## config.mk

```make
export PLATFORM = sky130hd
export DESIGN_NAME = mul_pipe_param
export DESIGN_NICKNAME = d
export VERILOG_FILES = /design/src/rtl/mul_pipe_param.sv
export SDC_FILE = /design/constraint.sdc
export NUM_CORES = 2
export LEC_CHECK = 0
export CORE_ASPECT_RATIO = 1.1
export CORE_MARGIN = 2
export CORE_UTILIZATION = 44
export DETAILED_ROUTE_END_ITERATION = 16
export SLEW_MARGIN = 20
export SYNTH_ARGS = -nofsm -noshare
export SYNTH_HDL_FRONTEND = slang
export SYNTH_SLANG_ARGS = --single-unit
```

## constraint.sdc

```tcl
create_clock -name clk -period 7.8 [get_ports clk]
set_input_delay 1.56 -clock clk [delete_from_list [all_inputs] [get_ports clk]]
set_output_delay 1.56 -clock clk [all_outputs]
set_load 0.1 [all_outputs]
```

## src/rtl/mul_pipe_param.sv

```systemverilog
// Parametrised, fully pipelined integer multiplier (MUL/MULH/MULHSU/MULHU, MULW on RV64).
// The whole pipe freezes on writeback stall; sequence-number flush is applied at every stage.
module mul_pipe_param #(
  parameter int unsigned XLEN       = 32,
  parameter int unsigned NUM_STAGES = 8,
  parameter int unsigned SQN_W      = 6,
  parameter int unsigned TAG_W      = 6
) (
  input  logic             clk,
  input  logic             rst,
  input  logic             en,
  input  logic             IN_wbStall,
  input  logic             IN_branchTaken,
  input  logic [SQN_W-1:0] IN_branchSqN,
  input  logic             IN_valid,
  input  logic [1:0]       IN_op,
  input  logic             IN_word,
  input  logic [XLEN-1:0]  IN_srcA,
  input  logic [XLEN-1:0]  IN_srcB,
  input  logic [TAG_W-1:0] IN_tagDst,
  input  logic [4:0]       IN_nmDst,
  input  logic [SQN_W-1:0] IN_sqN,
  output logic             OUT_ready,
  output logic             OUT_wbReq,
  output logic             OUT_valid,
  output logic [XLEN-1:0]  OUT_result,
  output logic [TAG_W-1:0] OUT_tagDst,
  output logic [4:0]       OUT_nmDst,
  output logic [SQN_W-1:0] OUT_sqN
);
  localparam int unsigned BITS  = XLEN / NUM_STAGES;
  localparam int unsigned ACC_W = 2 * XLEN;
  localparam bit          WORD_OK = (XLEN == 64);

  typedef struct packed {
    logic             valid;
    logic [SQN_W-1:0] sqn;
    logic [TAG_W-1:0] tag;
    logic [4:0]       nm;
    logic             res_sign;
    logic             hi_sel;
    logic             word;
    logic [XLEN-1:0]  mag_a;
    logic [XLEN-1:0]  mag_b;
    logic [ACC_W-1:0] acc;
  } stage_t;

  // Register k holds an op after k partial products have been accumulated.
  stage_t stg_q [NUM_STAGES+1];
  stage_t stg_d [NUM_STAGES+1];
  stage_t in_stg;

  logic             out_valid_q, out_valid_d;
  logic [XLEN-1:0]  out_result_q, out_result_d;
  logic [TAG_W-1:0] out_tag_q, out_tag_d;
  logic [4:0]       out_nm_q, out_nm_d;
  logic [SQN_W-1:0] out_sqn_q, out_sqn_d;

  logic [XLEN-1:0]  op_a, op_b;
  logic             a_neg, b_neg, word_c;
  logic [ACC_W-1:0] prod_c;
  logic [XLEN-1:0]  res_c;

  // Younger than the mispredicted branch under wrap-around sequence numbers.
  function automatic logic is_killed(input logic [SQN_W-1:0] sqn, input logic taken,
                                     input logic [SQN_W-1:0] br_sqn);
    logic [SQN_W-1:0] diff;
    diff = sqn - br_sqn;
    return taken && !diff[SQN_W-1] && (diff != '0);
  endfunction

  always_comb begin
    word_c = WORD_OK && IN_word;
    op_a   = IN_srcA;
    op_b   = IN_srcB;
    if (word_c) begin
      op_a = XLEN'($signed(IN_srcA[31:0]));
      op_b = XLEN'($signed(IN_srcB[31:0]));
    end
    a_neg = (IN_op != 2'd3) && op_a[XLEN-1];
    b_neg = (IN_op[1] == 1'b0) && op_b[XLEN-1];

    in_stg          = '0;
    in_stg.valid    = IN_valid && en && !IN_wbStall &&
                      !is_killed(IN_sqN, IN_branchTaken, IN_branchSqN);
    in_stg.sqn      = IN_sqN;
    in_stg.tag      = IN_tagDst;
    in_stg.nm       = IN_nmDst;
    in_stg.res_sign = a_neg ^ b_neg;
    in_stg.hi_sel   = (IN_op != 2'd0);
    in_stg.word     = word_c;
    in_stg.mag_a    = a_neg ? -op_a : op_a;
    in_stg.mag_b    = b_neg ? -op_b : op_b;
  end

  always_comb begin
    for (int k = 0; k <= NUM_STAGES; k++) begin
      stg_d[k]       = stg_q[k];
      stg_d[k].valid = stg_q[k].valid && !is_killed(stg_q[k].sqn, IN_branchTaken, IN_branchSqN);
    end
    if (!IN_wbStall) begin
      stg_d[0] = in_stg;
      for (int k = 0; k < NUM_STAGES; k++) begin
        stg_d[k+1]       = stg_q[k];
        stg_d[k+1].valid = stg_q[k].valid &&
                           !is_killed(stg_q[k].sqn, IN_branchTaken, IN_branchSqN);
        stg_d[k+1].acc   = stg_q[k].acc +
                           ((ACC_W'(stg_q[k].mag_a) * ACC_W'(stg_q[k].mag_b[BITS*k +: BITS]))
                            << (BITS*k));
      end
    end
  end

  // Sign fix-up and result selection from the last accumulation register.
  always_comb begin
    prod_c = stg_q[NUM_STAGES].res_sign ? -stg_q[NUM_STAGES].acc : stg_q[NUM_STAGES].acc;
    res_c  = stg_q[NUM_STAGES].hi_sel ? prod_c[ACC_W-1:XLEN] : prod_c[XLEN-1:0];
    if (stg_q[NUM_STAGES].word) res_c = XLEN'($signed(prod_c[31:0]));

    out_valid_d  = out_valid_q && !is_killed(out_sqn_q, IN_branchTaken, IN_branchSqN);
    out_result_d = out_result_q;
    out_tag_d    = out_tag_q;
    out_nm_d     = out_nm_q;
    out_sqn_d    = out_sqn_q;
    if (!IN_wbStall) begin
      out_valid_d  = stg_q[NUM_STAGES].valid &&
                     !is_killed(stg_q[NUM_STAGES].sqn, IN_branchTaken, IN_branchSqN);
      out_result_d = res_c;
      out_tag_d    = stg_q[NUM_STAGES].tag;
      out_nm_d     = stg_q[NUM_STAGES].nm;
      out_sqn_d    = stg_q[NUM_STAGES].sqn;
    end
  end

  always_ff @(posedge clk or negedge rst) begin
    if (!rst) begin
      for (int k = 0; k <= NUM_STAGES; k++) stg_q[k] <= '0;
      out_valid_q  <= 1'b0;
      out_result_q <= '0;
      out_tag_q    <= '0;
      out_nm_q     <= '0;
      out_sqn_q    <= '0;
    end else begin
      for (int k = 0; k <= NUM_STAGES; k++) stg_q[k] <= stg_d[k];
      out_valid_q  <= out_valid_d;
      out_result_q <= out_result_d;
      out_tag_q    <= out_tag_d;
      out_nm_q     <= out_nm_d;
      out_sqn_q    <= out_sqn_d;
    end
  end

  assign OUT_ready  = !IN_wbStall;
  assign OUT_wbReq  = stg_q[NUM_STAGES].valid;
  assign OUT_valid  = out_valid_q;
  assign OUT_result = out_result_q;
  assign OUT_tagDst = out_tag_q;
  assign OUT_nmDst  = out_nm_q;
  assign OUT_sqN    = out_sqn_q;

endmodule

```

==> run summary <==
Run status - completed
Count of cell types in the netlist - 84
Initial antenna violation count - 11
Final cycle utilization of the critical path - 93.32%
Layout cells sized above 1 - 10.65%
1st-pass router iterations - 5
DRT Wirelength - 210400 µm
Critical path class - reg -> reg
Unrepaired setup endpoints after global routing - no
Fillers - 18200
Half-perimeter wire length after placement - 165000 µm
Yosys Warn Count - 0
DRC viols - 0
Clock tree from TritonCTS - built
Slew Viols, Final - 0
Overall global routing resource usage - 21.37%
Die Footprint - 198100 µm²
Final worst clock skew - 79.58 ps
Area Overhead vs Synth - 10.13%
Core footprint - 193100 µm²
First-pass GRT wire length - 345800 µm
Worst slew pin tran - 1088 ps
GRT overflow - 0
Vias post-DR - 64070
Effective utilization at floorplan - 44.33%
Htree depth - 3
Clock network latency to the later pin of the worst-skew pair - 800 ps
Netlist Area Pre-Place - 85580 µm²
Total Negative Setup Slacks - 0 ps
Most frequent cells in the layout - sky130_fd_sc_hd__nand2_1, sky130_fd_sc_hd__dfrtp_1, sky130_fd_sc_hd__inv_1
Critical-path maximum fanout - 9
Boundary pin count - 148
DR WL/cell - 17.69 µm
Number of endpoints failing setup at the final stage - 0
Mean instance size in the synthesized netlist - 9.335 µm²
CTS sink cnt - 1036
First-iteration detailed-routing DRC count - 3444
Portion of the post-synthesis area used by sequential elements - 30.29%
Placer congestion estimate - 0.8990
Commonest non-fill, non-tap cell in the layout - sky130_fd_sc_hd__nand2_1
Via count of the first global-routing pass - 65330
Sort of element at the end of the critical path - register
Maximum number of pins on one net before global-route repair - 209
Period minus WS final - 7279 ps
CP Data Required Time - 8450 ps
Synthesized flop and latch total - 1036
CTS max path bufs - 3
Count of endpoints failing hold in the final timing report - 0
Number of buffer cells added on primary ports - 146
Clock root buffer master - sky130_fd_sc_hd__clkbuf_16
Max-slew headroom - 27.21%
Clock slew seen by the registers of the worst setup and hold paths - 60 ps
Die extent in x - 424.5 µm
Post-detailed-route via-to-cell ratio - 5.387
Mapped Cells - 9168
Die Y - 466.6 µm
Worst path arrival time - 7930 ps
Sort of element at the start of the critical path - register
Number of buffers inserted during clock tree synthesis - 120
CTS Hold Buffers Added - 0
Max Clk Rate - 137.4 MHz
Number of maximum-capacitance violations - 0
Main flop type after synthesis - sky130_fd_sc_hd__dfrtp_1
Post-synthesis net count - 10380
Async set-or-reset flop fraction in the synthesized netlist - 100.0%
Number of synthesized flops with an enable pin - 0
Final-stage net count - 10440
Hold crit path type - reg -> reg
DRT antenna net count - 0
Floorplan row count - 169
-- metrics by stage --
step / hold slack, ps / area [µm²] / utilization (%) / instances / worst slack (ps)
detailed placement: 469.8 / 89930 / 46.58 / 11670 / 530.0
global placement: 463.6 / 89930 / 46.58 / 11670 / 658.0
global route: 499.0 / 94250 / 48.82 / 11890 / 86.76
CTS: 485.3 / 94230 / 48.81 / 11890 / 538.7
floorplan: 447.8 / 85580 / - / 9168 / 1419
finish: 477.9 / 94250 / 48.82 / 11890 / 521.2
-- worst max-delay path, stage by stage (launching register included) --
cell	delay, ps
sky130_fd_sc_hd__dfrtp_1	490
sky130_fd_sc_hd__and2_1	210
sky130_fd_sc_hd__fa_1	530
sky130_fd_sc_hd__inv_1	50
sky130_fd_sc_hd__fa_1	470
sky130_fd_sc_hd__inv_1	40
sky130_fd_sc_hd__ha_1	330
sky130_fd_sc_hd__a21oi_1	120
sky130_fd_sc_hd__o21ai_0	280
sky130_fd_sc_hd__nor4_1	90
sky130_fd_sc_hd__a21oi_1	260
sky130_fd_sc_hd__a31oi_1	140
sky130_fd_sc_hd__buf_4	170
sky130_fd_sc_hd__o31ai_1	540
sky130_fd_sc_hd__a21boi_0	400
sky130_fd_sc_hd__xnor2_1	220
sky130_fd_sc_hd__ha_1	380
sky130_fd_sc_hd__and2_1	200
sky130_fd_sc_hd__nand4_1	100
sky130_fd_sc_hd__o21ai_0	400
sky130_fd_sc_hd__o211ai_1	210
sky130_fd_sc_hd__a21oi_1	240
sky130_fd_sc_hd__o41ai_1	120
sky130_fd_sc_hd__or4_1	550
sky130_fd_sc_hd__or3b_2	450
sky130_fd_sc_hd__a31oi_1	160
-- synthesized netlist by cell type (38+ instances only) --
| library cell | instances | area (µm²) |
|---|---|---|
| sky130_fd_sc_hd__nand2_1 | 1048 | 3934 |
| sky130_fd_sc_hd__dfrtp_1 | 1036 | 25920 |
| sky130_fd_sc_hd__inv_1 | 959 | 3600 |
| sky130_fd_sc_hd__mux2_2 | 641 | 7218 |
| sky130_fd_sc_hd__and2_1 | 616 | 3854 |
| sky130_fd_sc_hd__ha_1 | 615 | 7695 |
| sky130_fd_sc_hd__o21ai_0 | 615 | 3078 |
| sky130_fd_sc_hd__fa_1 | 498 | 9970 |
| sky130_fd_sc_hd__a21oi_1 | 496 | 2482 |
| sky130_fd_sc_hd__xnor2_1 | 340 | 2978 |
| sky130_fd_sc_hd__nor2_1 | 302 | 1134 |
| sky130_fd_sc_hd__clkbuf_1 | 292 | 1096 |
| sky130_fd_sc_hd__a21o_1 | 258 | 1937 |
| sky130_fd_sc_hd__xor2_1 | 233 | 2041 |
| sky130_fd_sc_hd__nand3_1 | 97 | 485.5 |
| sky130_fd_sc_hd__nor3_1 | 89 | 445.4 |
| sky130_fd_sc_hd__o21bai_1 | 89 | 668.1 |
| sky130_fd_sc_hd__nand2b_1 | 82 | 513.0 |
| sky130_fd_sc_hd__nor2b_1 | 76 | 475.5 |
| sky130_fd_sc_hd__o31ai_1 | 69 | 518.0 |
| sky130_fd_sc_hd__o21a_1 | 66 | 495.5 |
| sky130_fd_sc_hd__and3_1 | 57 | 356.6 |
| sky130_fd_sc_hd__a211oi_1 | 54 | 405.4 |
| sky130_fd_sc_hd__a31oi_1 | 50 | 312.8 |
| sky130_fd_sc_hd__nand4_1 | 38 | 237.7 |
-- area by class of cell --
| type | count | area [µm²] | area share (%) |
|---|---|---|---|
| diodes | 8 | 20.02 | 0.02124 |
| clock buffers | 151 | 3309 | 3.511 |
| clock inverters | 66 | 984.7 | 1.045 |
| inverters | 959 | 3600 | 3.819 |
| multi-input cells | 6872 | 54920 | 58.27 |
| flip-flops and latches | 1036 | 25930 | 27.51 |
| well taps | 2565 | 3209 | 3.405 |
| repair buffers | 237 | 2280 | 2.419 |
-- final timing paths --
path | startpoint | endpoint | slack [ps] | depth (start not counted)
worst max-delay path | stg_q[1112] | stg_q[933] | 520 | 25
worst min-delay path | stg_q[755] | stg_q[755] | 480 | 2
worst max register to register | stg_q[1112] | stg_q[933] | 520 | 25
worst min register to register | stg_q[755] | stg_q[755] | 480 | 2
max in group asynchronous | rst | stg_q[556] | 5200 | 3
min in group asynchronous | rst | stg_q[50] | 760 | 1
-- flip-flops by register name (all words and copies together), names as in the netlist --
register,flops
OUT_tagDst,6
OUT_wbReq,1
stg_q,985
OUT_nmDst,5
OUT_valid,1
OUT_result,32
OUT_sqN,6
-- cells by family after synthesis --
kind of cell	count (synthesis)	share of synthesized area, %
AO/OA/AOI/OAI	1937	14.00
multiplexers	662	8.695
XOR/XNOR	573	5.864
AND/OR/NAND/NOR	2587	14.97
buffers and inverters	1260	5.538
flip-flops	1036	30.29
adder cells (fa/ha/maj)	1113	20.64
-- metal layers --
metal	wire [µm]	vias up	track usage [%]	share of wire [%]
li1	-	31210	-	-
met1	91730	31780	26.75	44
met2	106500	791	38.44	51
met3	5640	288	2.061	2.7
met4	6526	2	7.042	3.1
met5	13	-	0	0.0062
-- timing repair --
| item | 4_1_cts | 5_1_grt |
|---|---|---|
| setup endpoints to repair | 0 | 1 |
| resized for setup | 0 | 2 |
| buffers inserted | 0 | 0 |
Power is left out: the tool's default activity adds up to more than one toggle a clock period on the data nets, which glitch-free logic cannot reach.
